===== src/rtl/branch_resolve_if.sv =====
// Pipeline-to-branch-unit bundle: ID/EX instruction inputs and resolver responses.
// The pipeline side uses the master modport; branch_resolve uses the slave modport.
interface branch_resolve_if #(
  parameter int unsigned N     = 32,
  parameter int unsigned CNT_W = 16
);
  logic             i_valid;
  logic             i_stall;
  logic             i_kill;
  logic             i_is_br;
  logic             i_is_jal;
  logic             i_is_jalr;
  logic [2:0]       i_funct3;
  logic [N-1:0]     i_pc;
  logic [N-1:0]     i_imm;
  logic [N-1:0]     i_rs1;
  logic [N-1:0]     i_rs2;

  logic             o_redirect;
  logic [N-1:0]     o_target;
  logic [N-1:0]     o_link;
  logic             o_flush;
  logic             o_illegal;
  logic             o_misalign;
  logic [CNT_W-1:0] o_br_cnt;
  logic [CNT_W-1:0] o_tk_cnt;

  modport master (
    output i_valid, i_stall, i_kill, i_is_br, i_is_jal, i_is_jalr, i_funct3,
           i_pc, i_imm, i_rs1, i_rs2,
    input  o_redirect, o_target, o_link, o_flush, o_illegal, o_misalign,
           o_br_cnt, o_tk_cnt
  );

  modport slave (
    input  i_valid, i_stall, i_kill, i_is_br, i_is_jal, i_is_jalr, i_funct3,
           i_pc, i_imm, i_rs1, i_rs2,
    output o_redirect, o_target, o_link, o_flush, o_illegal, o_misalign,
           o_br_cnt, o_tk_cnt
  );
endinterface


===== src/rtl/branch_resolve.sv =====
// EX-stage branch/jump resolver: evaluates conditions, issues a registered redirect and
// squashes SHADOW wrong-path slots afterwards; also counts evaluated and taken branches.
module branch_resolve #(
  parameter int unsigned N      = 32,
  parameter int unsigned SHADOW = 2,
  parameter int unsigned CNT_W  = 16
) (
  input  logic           i_clk,
  input  logic           i_reset,
  branch_resolve_if.slave bus
);

  localparam int unsigned SqW = (SHADOW < 1) ? 1 : $clog2(SHADOW + 1);

  typedef enum logic [0:0] {StRun, StSquash} state_e;

  state_e           state_q;
  logic [SqW-1:0]   sq_cnt_q;
  logic             redirect_q;
  logic [N-1:0]     target_q;
  logic [N-1:0]     link_q;
  logic             illegal_q;
  logic             misalign_q;
  logic [CNT_W-1:0] br_cnt_q;
  logic [CNT_W-1:0] tk_cnt_q;

  logic         sel_jalr, sel_jal, sel_br, is_ctrl;
  logic         cond, bad_f3, taken, do_redirect, do_misalign;
  logic         slt, ult;
  logic [N-1:0] jalr_sum, target_d;

  // Class priority when several flags are set: JALR > JAL > BR.
  always_comb begin
    sel_jalr = bus.i_is_jalr;
    sel_jal  = bus.i_is_jal & ~bus.i_is_jalr;
    sel_br   = bus.i_is_br & ~bus.i_is_jal & ~bus.i_is_jalr;
    is_ctrl  = sel_jalr | sel_jal | sel_br;
  end

  always_comb begin
    slt    = $signed(bus.i_rs1) < $signed(bus.i_rs2);
    ult    = bus.i_rs1 < bus.i_rs2;
    cond   = 1'b0;
    bad_f3 = 1'b0;
    case (bus.i_funct3)
      3'b000:  cond = (bus.i_rs1 == bus.i_rs2);
      3'b001:  cond = (bus.i_rs1 != bus.i_rs2);
      3'b100:  cond = slt;
      3'b101:  cond = ~slt;
      3'b110:  cond = ult;
      3'b111:  cond = ~ult;
      default: bad_f3 = 1'b1;
    endcase
  end

  always_comb begin
    jalr_sum    = bus.i_rs1 + bus.i_imm;
    target_d    = sel_jalr ? {jalr_sum[N-1:1], 1'b0} : (bus.i_pc + bus.i_imm);
    taken       = sel_jalr | sel_jal | (sel_br & cond);
    do_misalign = taken & target_d[1];
    do_redirect = taken & ~target_d[1];
  end

  always_ff @(posedge i_clk) begin
    if (i_reset) begin
      state_q    <= StRun;
      sq_cnt_q   <= '0;
      redirect_q <= 1'b0;
      target_q   <= '0;
      link_q     <= '0;
      illegal_q  <= 1'b0;
      misalign_q <= 1'b0;
      br_cnt_q   <= '0;
      tk_cnt_q   <= '0;
    end else begin
      // Pulses default low; only an accepted instruction in RUN raises them.
      redirect_q <= 1'b0;
      illegal_q  <= 1'b0;
      misalign_q <= 1'b0;
      if (bus.i_kill) begin
        state_q  <= StRun;
        sq_cnt_q <= '0;
      end else if (!bus.i_stall) begin
        unique case (state_q)
          StRun: begin
            if (bus.i_valid && is_ctrl) begin
              target_q   <= target_d;
              redirect_q <= do_redirect;
              misalign_q <= do_misalign;
              illegal_q  <= sel_br & bad_f3;
              if (sel_jal || sel_jalr) link_q <= bus.i_pc + N'(4);
              if (sel_br && br_cnt_q != '1) br_cnt_q <= br_cnt_q + 1'b1;
              if (sel_br && cond && tk_cnt_q != '1) tk_cnt_q <= tk_cnt_q + 1'b1;
              if (do_redirect && SHADOW > 0) begin
                state_q  <= StSquash;
                sq_cnt_q <= SqW'(SHADOW);
              end
            end
          end
          StSquash: begin
            // Wrong-path slots are dropped; leave once the last slot has passed.
            if (sq_cnt_q <= SqW'(1)) begin
              state_q  <= StRun;
              sq_cnt_q <= '0;
            end else begin
              sq_cnt_q <= sq_cnt_q - 1'b1;
            end
          end
          default: begin
            state_q  <= StRun;
            sq_cnt_q <= '0;
          end
        endcase
      end
    end
  end

  assign bus.o_redirect = redirect_q;
  assign bus.o_target   = target_q;
  assign bus.o_link     = link_q;
  assign bus.o_flush    = (state_q == StSquash);
  assign bus.o_illegal  = illegal_q;
  assign bus.o_misalign = misalign_q;
  assign bus.o_br_cnt   = br_cnt_q;
  assign bus.o_tk_cnt   = tk_cnt_q;

endmodule

===== src/flat_wrapper.sv =====
// flat-port wrapper written by rule: the top's interface ports become plain ports
module branch_resolve_flat 
#(
  parameter int unsigned N      = 32,
  parameter int unsigned SHADOW = 2,
  parameter int unsigned CNT_W  = 16
)
  (i_clk, i_reset, bus_i_valid, bus_i_stall, bus_i_kill, bus_i_is_br, bus_i_is_jal, bus_i_is_jalr, bus_i_funct3, bus_i_pc, bus_i_imm, bus_i_rs1, bus_i_rs2, bus_o_redirect, bus_o_target, bus_o_link, bus_o_flush, bus_o_illegal, bus_o_misalign, bus_o_br_cnt, bus_o_tk_cnt);
  branch_resolve_if #(.N(N), .CNT_W(CNT_W)) bus_i ();
  input  logic i_clk;
  input  logic i_reset;
  input wire logic [$bits(bus_i.i_valid)-1:0] bus_i_valid;
  input wire logic [$bits(bus_i.i_stall)-1:0] bus_i_stall;
  input wire logic [$bits(bus_i.i_kill)-1:0] bus_i_kill;
  input wire logic [$bits(bus_i.i_is_br)-1:0] bus_i_is_br;
  input wire logic [$bits(bus_i.i_is_jal)-1:0] bus_i_is_jal;
  input wire logic [$bits(bus_i.i_is_jalr)-1:0] bus_i_is_jalr;
  input wire logic [$bits(bus_i.i_funct3)-1:0] bus_i_funct3;
  input wire logic [$bits(bus_i.i_pc)-1:0] bus_i_pc;
  input wire logic [$bits(bus_i.i_imm)-1:0] bus_i_imm;
  input wire logic [$bits(bus_i.i_rs1)-1:0] bus_i_rs1;
  input wire logic [$bits(bus_i.i_rs2)-1:0] bus_i_rs2;
  output wire logic [$bits(bus_i.o_redirect)-1:0] bus_o_redirect;
  output wire logic [$bits(bus_i.o_target)-1:0] bus_o_target;
  output wire logic [$bits(bus_i.o_link)-1:0] bus_o_link;
  output wire logic [$bits(bus_i.o_flush)-1:0] bus_o_flush;
  output wire logic [$bits(bus_i.o_illegal)-1:0] bus_o_illegal;
  output wire logic [$bits(bus_i.o_misalign)-1:0] bus_o_misalign;
  output wire logic [$bits(bus_i.o_br_cnt)-1:0] bus_o_br_cnt;
  output wire logic [$bits(bus_i.o_tk_cnt)-1:0] bus_o_tk_cnt;
  assign bus_i.i_valid = bus_i_valid;
  assign bus_i.i_stall = bus_i_stall;
  assign bus_i.i_kill = bus_i_kill;
  assign bus_i.i_is_br = bus_i_is_br;
  assign bus_i.i_is_jal = bus_i_is_jal;
  assign bus_i.i_is_jalr = bus_i_is_jalr;
  assign bus_i.i_funct3 = bus_i_funct3;
  assign bus_i.i_pc = bus_i_pc;
  assign bus_i.i_imm = bus_i_imm;
  assign bus_i.i_rs1 = bus_i_rs1;
  assign bus_i.i_rs2 = bus_i_rs2;
  assign bus_o_redirect = bus_i.o_redirect;
  assign bus_o_target = bus_i.o_target;
  assign bus_o_link = bus_i.o_link;
  assign bus_o_flush = bus_i.o_flush;
  assign bus_o_illegal = bus_i.o_illegal;
  assign bus_o_misalign = bus_i.o_misalign;
  assign bus_o_br_cnt = bus_i.o_br_cnt;
  assign bus_o_tk_cnt = bus_i.o_tk_cnt;
  branch_resolve #(.N(N), .SHADOW(SHADOW), .CNT_W(CNT_W)) u_core (.i_clk(i_clk), .i_reset(i_reset), .bus(bus_i));
endmodule

===== config.mk =====
export PLATFORM = sky130hd
export DESIGN_NAME = branch_resolve_flat
export DESIGN_NICKNAME = d
export VERILOG_FILES = /design/src/rtl/branch_resolve_if.sv /design/src/rtl/branch_resolve.sv /design/src/flat_wrapper.sv
export SDC_FILE = /design/constraint.sdc
export NUM_CORES = 1
export LEC_CHECK = 0
export CAP_MARGIN = 0
export CORE_AREA = 5 5 152 154
export DETAILED_ROUTE_END_ITERATION = 6
export DIE_AREA = 0 0 157 159
export PLACE_DENSITY = 0.72
export SETUP_SLACK_MARGIN = 0.15
export SYNTH_ARGS = -nofsm -noshare
export SYNTH_HDL_FRONTEND = slang
export SYNTH_SLANG_ARGS = --single-unit
export TNS_END_PERCENT = 10

===== constraint.sdc =====
create_clock -name i_clk -period 9.46 [get_ports i_clk]
set_clock_uncertainty 0.1 [all_clocks]
set_input_delay 1.892 -clock i_clk [delete_from_list [all_inputs] [get_ports i_clk]]
set_output_delay 1.892 -clock i_clk [all_outputs]
set_load 0.005 [all_outputs]

# ---- After elaboration in Yosys (flattened, before gate mapping)
# Cells that the tools add are included.
dict set report classes {
  addsub 6
  magnitude_cmp 3
  n_eq_ne 11
  mux 11
  bitwise 19
  reduce_logical 14
}
# operator n
set ops {}
lappend ops {{32-bit adder} 2}
lappend ops {{32-bit < comparator} 2}
lappend ops {{16-bit by 1-bit adder with 16-bit output, second input constant} 2}
lappend ops {{32-bit by 3-bit adder with 32-bit output, second input constant} 1}
lappend ops {{32-bit equality test} 1}
lappend ops {{32-bit 2-to-1 mux} 1}
lappend ops {{16-bit inequality test, second input constant} 2}
lappend ops {{32-bit inequality test} 1}
lappend ops {{5-bit AND reduction} 3}
lappend ops {{3-bit equality test, second input constant} 4}
lappend ops {{1-bit inverter} 9}
lappend ops {{1-bit bitwise AND} 7}
lappend ops {{2-bit 2-to-1 mux} 3}
lappend ops {{1-bit case mux with 6 select lines} 1}
lappend ops {{6-bit OR reduction} 1}
lappend ops {{5-bit OR reduction} 1}
lappend ops {{1-bit logical AND} 4}
lappend ops {{1-bit 2-to-1 mux} 4}
lappend ops {{2-bit by 1-bit inequality test with 1-bit output, second input constant} 2}
lappend ops {{2-bit case mux with 2 select lines} 1}
lappend ops {{4-bit AND reduction} 1}
lappend ops {{3-bit by 1-bit equality test with 1-bit output, second input constant} 1}
lappend ops {{3-bit zero test} 1}
lappend ops {{1-bit bitwise OR} 3}
lappend ops {{other kinds (6)} 6}
dict set report totals {
  ff_bits 102
  inputBits 139
  output_inout_bits 100
  elab_cells 73
}

# ---- Depth between registers and ports, before layout
dict set report depth {
  depth_word 9
  mapped_depth 13
  mapped_depth_nobuf 12
}

# ---- Worst setup path after synthesis
# No wires, ideal clock.
dict set report synth_path {
  kind {input-to-reg}
  from {input port bus_i_rs2[21]}
  to {register u_core.tk_cnt_q[13] (netlist: u_core.bus.o_tk_cnt[13])}
  setup_ns 0.121
  arrival_time_ns 4.470
  required_ns 9.239
  slack_ns 4.769
  stages 11
  path_buffers 0
  cell_sequence {inv_1 -> ha_1 -> a21o_1 -> a21o_1 -> a221oi_1 -> nor3_1 -> a211oi_1 -> mux2_2 -> a2111o_1 -> nor3_1 -> mux2_2}
}
dict set report synth_via {
  elab_chain_len 6
  word_cells_on_any_way 10
  cone_classes {2 x order compare; 2 x eq/ne; 1 x mux; 2 x bitwise; 3 x reduce/logical}
}
# element line
set synth_rtl {}
lappend synth_rtl {{start, declared} flat_wrapper.sv:22} ;# input wire logic [$bits(bus_i.i_rs2)-1:0] bus_i_rs2;
lappend synth_rtl {{32-bit < comparator, on equally long branches} {branch_resolve.sv:42, branch_resolve.sv:41}}
lappend synth_rtl {{1-bit inverter, on equally long branches} {branch_resolve.sv:51, branch_resolve.sv:49}}
lappend synth_rtl {{1-bit case mux with 6 select lines (*)} branch_resolve.sv:45} ;# case (bus.i_funct3)
lappend synth_rtl {{1-bit logical AND (*) (2 in a row)} branch_resolve.sv:93} ;# if (sel_br && cond && tk_cnt_q != '1) tk_cnt_q <= tk_cnt_q + 1'b1;
lappend synth_rtl {{5-bit AND reduction (no source line) (*)} n/a}
lappend synth_rtl {{end signal, assigned} branch_resolve.sv:93}
lappend synth_rtl {{end, declared} branch_resolve.sv:25} ;# logic [CNT_W-1:0] tk_cnt_q;
# Every way passes the cells marked *; elsewhere a longest branch is shown, timed or not.
# A chain may end at the register's enable or synchronous reset.

# ---- Final worst setup path
dict set report layout_path {
  from {input port bus_i_rs2[15]}
  to {register u_core.tk_cnt_q[13] (netlist: u_core.bus.o_tk_cnt[13])}
}
# Same word-level chain as after synthesis.

==> results by group <==
Finish
  – Filler instances: 2138
  – Synth-to-Final Area Change: 34.4%
  – Layout cells sized above 1: 2.87%
  – FF+latch area: 2040 um2
  – Number of diodes: 0
  – Final net count: 1558
  – Area of the multi-input gates: 6110 um2

Logic synthesis
  – Post-synthesis mux area share: 1.57%
  – Area share of and/or/nand/nor cells after synthesis: 22.8%
  – XOR/XNOR share of the synthesized area: 9.67%
  – Count of warnings emitted by yosys: 0
  – Fraction of registers with async set/reset: 0%
  – Synth cell count leaders: nor2_1 (125), dfxtp_1 (102), nand2_1 (100), ha_1 (96), a21oi_1 (79)
  – Seq/Total Area, Yosys: 24.0%
  – Adder-cell share of the synthesized area: 14.6%
  – Yosys reg bits: 102
  – Count leader, synth: nor2_1
  – Post-Synthesis Cells: 1109
  – Synth top area cells: dfxtp_1 (24%), ha_1 (14%), xor2_1 (5.7%)
  – Number of library cell types mapped by synthesis: 60
  – EDFF count, synth: 0
  – Syn Area/Cell: 7.68 um2
  – Largest family of logic cells by synthesized area: simple AND/OR/NAND/NOR gates
  – Primary FF master, synth: dfxtp_1
  – Mapped Area: 8510 um2
  – Biggest area consumer among synthesized cells: dfxtp_1
  – Synth top area share: 24.0%
  – Compound-gate portion of the synthesized area: 22.8%
  – Mapped Nets: 1346

Clock tree
  – Hold Buf Count CTS: 0
  – CTS tree: done
  – CTS Sinks: 102
  – Root buf cell: clkbuf_16
  – Worst-Skew Late Latency: 0.36 ns
  – H-Tree Depth: 3
  – PostCTS Resize Cnt: 0
  – Clock slew at reported path FFs: 0.08 ns
  – Total CTS buffers: 9
  – Setup Buffers After CTS: 0
  – Clock Tree Buf Depth: 2

Power and ir drop
  – P_leak: 4.55 nW
  – Pwr Density: 109 nW/um2
  – Peak VDD IR: 0.0909 mV

Floorplanning
  – Initial Util: 39.5%
  – Die area: 25000 um2
  – Die height: 159 um
  – Io pins: 239
  – Die span in x: 157 um
  – Core Rows: 54
  – Core area: 21600 um2

Place
  – Placer Congestion: 0.894
  – DP HPWL: 22900 um
  – Number of port buffers: 238

Timing
  – Tmin final: 5.54 ns
  – Final hold violation count: 0
  – Worst rel slew slack: 26.4%
  – Fmax: 0.180 GHz
  – RSZ-0062 raised after global routing: false
  – Hold WS: 0.356 ns
  – Worst-Margin Slew: 1.10 ns
  – Slew Limit Fails: 0
  – Fin crit share: 58.6%
  – Fin Setup TNS: 0 ns
  – # setup viols final: 0

Worst setup path
  – RR Endpoint: u_core.bus.o_tk_cnt[13]$_SDFFE_PP0P_
  – Crit path max fanout: 9
  – Worst Setup End Kind: flop
  – Critical-path cell list: clkdlybuf4s50_1 > inv_1 > ha_1 > nand4_1 > nor4_1 > nand3_1 > xor2_1 > or4b_1 > a2111o_1 > nor3_1 > mux2_2
  – R2r worst-path depth: 7
  – CP startpoint kind: input pin
  – Worst path arrival time: 5.69 ns
  – Reg-to-Reg Start: u_core.bus.o_flush$_SDFFE_PP0N_
  – CP required: 9.61 ns
  – Worst path top cell family by delay: simple AND/OR/NAND/NOR gates
  – Peak per-stage delay on the critical path: 0.63 ns
  – Buf/Inv on CP: 2
  – Critical path class: in2reg
  – Worst reg2reg setup slack: 6.06 ns
  – Slowest CP cell: or4b_1

Worst hold path
  – Hold Crit Endpoint: u_core.bus.o_target[15]$_SDFFE_PP0P_
  – Min-delay src: u_core.bus.o_target[15]$_SDFFE_PP0P_
  – Hold Crit Depth: 2
  – Worst hold path type: reg2reg

Global routing
  – Via count of the first global-routing pass: 8611
  – Largest net degree at the start of global routing: 99
  – Antenna violations before repair: 2
  – Global-route wire length before repair: 44500 um
  – Overall routing resource usage: 21.9%
  – GRT overflow: 0

Run status
  – Status: finished, final reports clean

Route
  – DR iter-0 viols: 481
  – Via count: 8945
  – WL per Instance: 17.8 um
  – Drt first pass iters: 5
  – Total Wirelength: 28500 um
  – Post-route DRC: 0
  – Post-route ant nets: 0
  – Vias/cell: 5.57

Job
  – Max cap viols: 0
## worst reg2reg max path, cell delays in order (launching register included)
cell and delay, ns:
dfxtp_1 0.39, nor4b_4 0.58, nand3_2 0.22, o21ba_1 0.32, or4b_1 0.60, a2111o_1 0.54, nor3_1 0.19, mux2_2 0.35
## power by group
group	leakage [nW]	switching, mW	internal [mW]
registers	0.828	0.00764	0.443
logic	3.58	0.218	0.196
clock network	0.149	0.195	0.194
total	4.55	0.421	0.833
## per-layer routing
metal / global-route usage, % / share of wire, % / up-vias
li1: - / - / 4469
met1: 28.3 / 44 / 4132
met2: 36.5 / 47 / 299
met3: 5.30 / 6.8 / 41
met4: 6.00 / 2.3 / 4
met5: 0 / 0.095 / -
## layout make-up
type                            instances  area share (%)
Multi-Input combinational cell        904            53.4
Timing Repair Buffer                  244            21.1
Sequential cell                       102            17.8
Tap cell                              280            3.06
Clock buffer                           10            2.09
Inverter                               60            1.97
Clock inverter                          6           0.525
## cells by family after synthesis
| logic type | Yosys count |
|---|---|
| DFF | 102 |
| adders and majority gates | 98 |
| buffers and inverters | 103 |
| and+or+nand+nor | 406 |
| AOI/OAI and AO/OA | 293 |
| muxes | 13 |
| xor gates and xnor gates | 94 |
## registers in the layout (all words and copies together), names as in the netlist
register and count:
u_core.bus.o_target 32, u_core.bus.o_redirect 1, u_core.bus.o_misalign 1, u_core.bus.o_flush 1, u_core.bus.o_illegal 1, u_core.bus.o_link 32
u_core.sq_cnt_q 2, u_core.bus.o_tk_cnt 16, u_core.bus.o_br_cnt 16
## layout by cell type (no fill, tap or decap), drive strengths merged, types with 4 or more instances in the layout
master | synthesis | layout
and2 | 6 | 6
nor2 | 125 | 125
a21oi | 79 | 79
buf | 3 | 8
ha | 96 | 96
a21boi | 4 | 4
and3 | 15 | 15
a2111oi | 7 | 7
o211ai | 12 | 12
clkbuf | 40 | 10
a21o | 28 | 28
or3 | 19 | 19
o211a | 5 | 5
xor2 | 55 | 55
a31oi | 14 | 14
nand4 | 19 | 19
inv | 60 | 64
mux2i | 10 | 10
nand3 | 45 | 45
nor2b | 12 | 12
a211oi | 46 | 46
nand2 | 100 | 100
o21ai | 46 | 46
nor3 | 29 | 29
or2 | 5 | 5
or4 | 4 | 4
dfxtp | 102 | 102
clkdlybuf4s50 | 0 | 236
a311oi | 15 | 15
xnor2 | 39 | 39
o21bai | 5 | 5
and4 | 5 | 5
o31ai | 7 | 7
nand2b | 10 | 10
## worst max-delay path by stage
stage / from / endpoint / slack (ns) / cells past startpoint
floorplan: bus_i_rs2[21] / u_core.bus.o_tk_cnt[13]$_SDFFE_PP0P_ / 4.77 / 11
global placement: bus_i_rs2[14] / u_core.bus.o_tk_cnt[13]$_SDFFE_PP0P_ / 3.57 / 11
detailed placement: bus_i_rs2[15] / u_core.bus.o_tk_cnt[13]$_SDFFE_PP0P_ / 3.51 / 11
CTS: bus_i_rs2[15] / u_core.bus.o_tk_cnt[13]$_SDFFE_PP0P_ / 3.89 / 11
global route: bus_i_rs2[15] / u_core.bus.o_tk_cnt[15]$_SDFFE_PP0P_ / 3.75 / 11
finish: bus_i_rs2[15] / u_core.bus.o_tk_cnt[13]$_SDFFE_PP0P_ / 3.92 / 11
## per-stage QoR
stage	power (mW)	setup slack, ns	utilization (%)	cells	instance area [um2]
2_1_floorplan	0.701	4.77	-	1109	8510
3_3_place_gp	0.867	3.57	51.7	1590	11100
3_5_place_dp	0.871	3.51	51.7	1590	11100
4_1_cts	1.26	3.89	53.1	1606	11400
5_1_grt	1.32	3.75	53.1	1606	11400
6_report	1.25	3.92	53.1	1606	11400
Power figures use the tool's default switching activity.
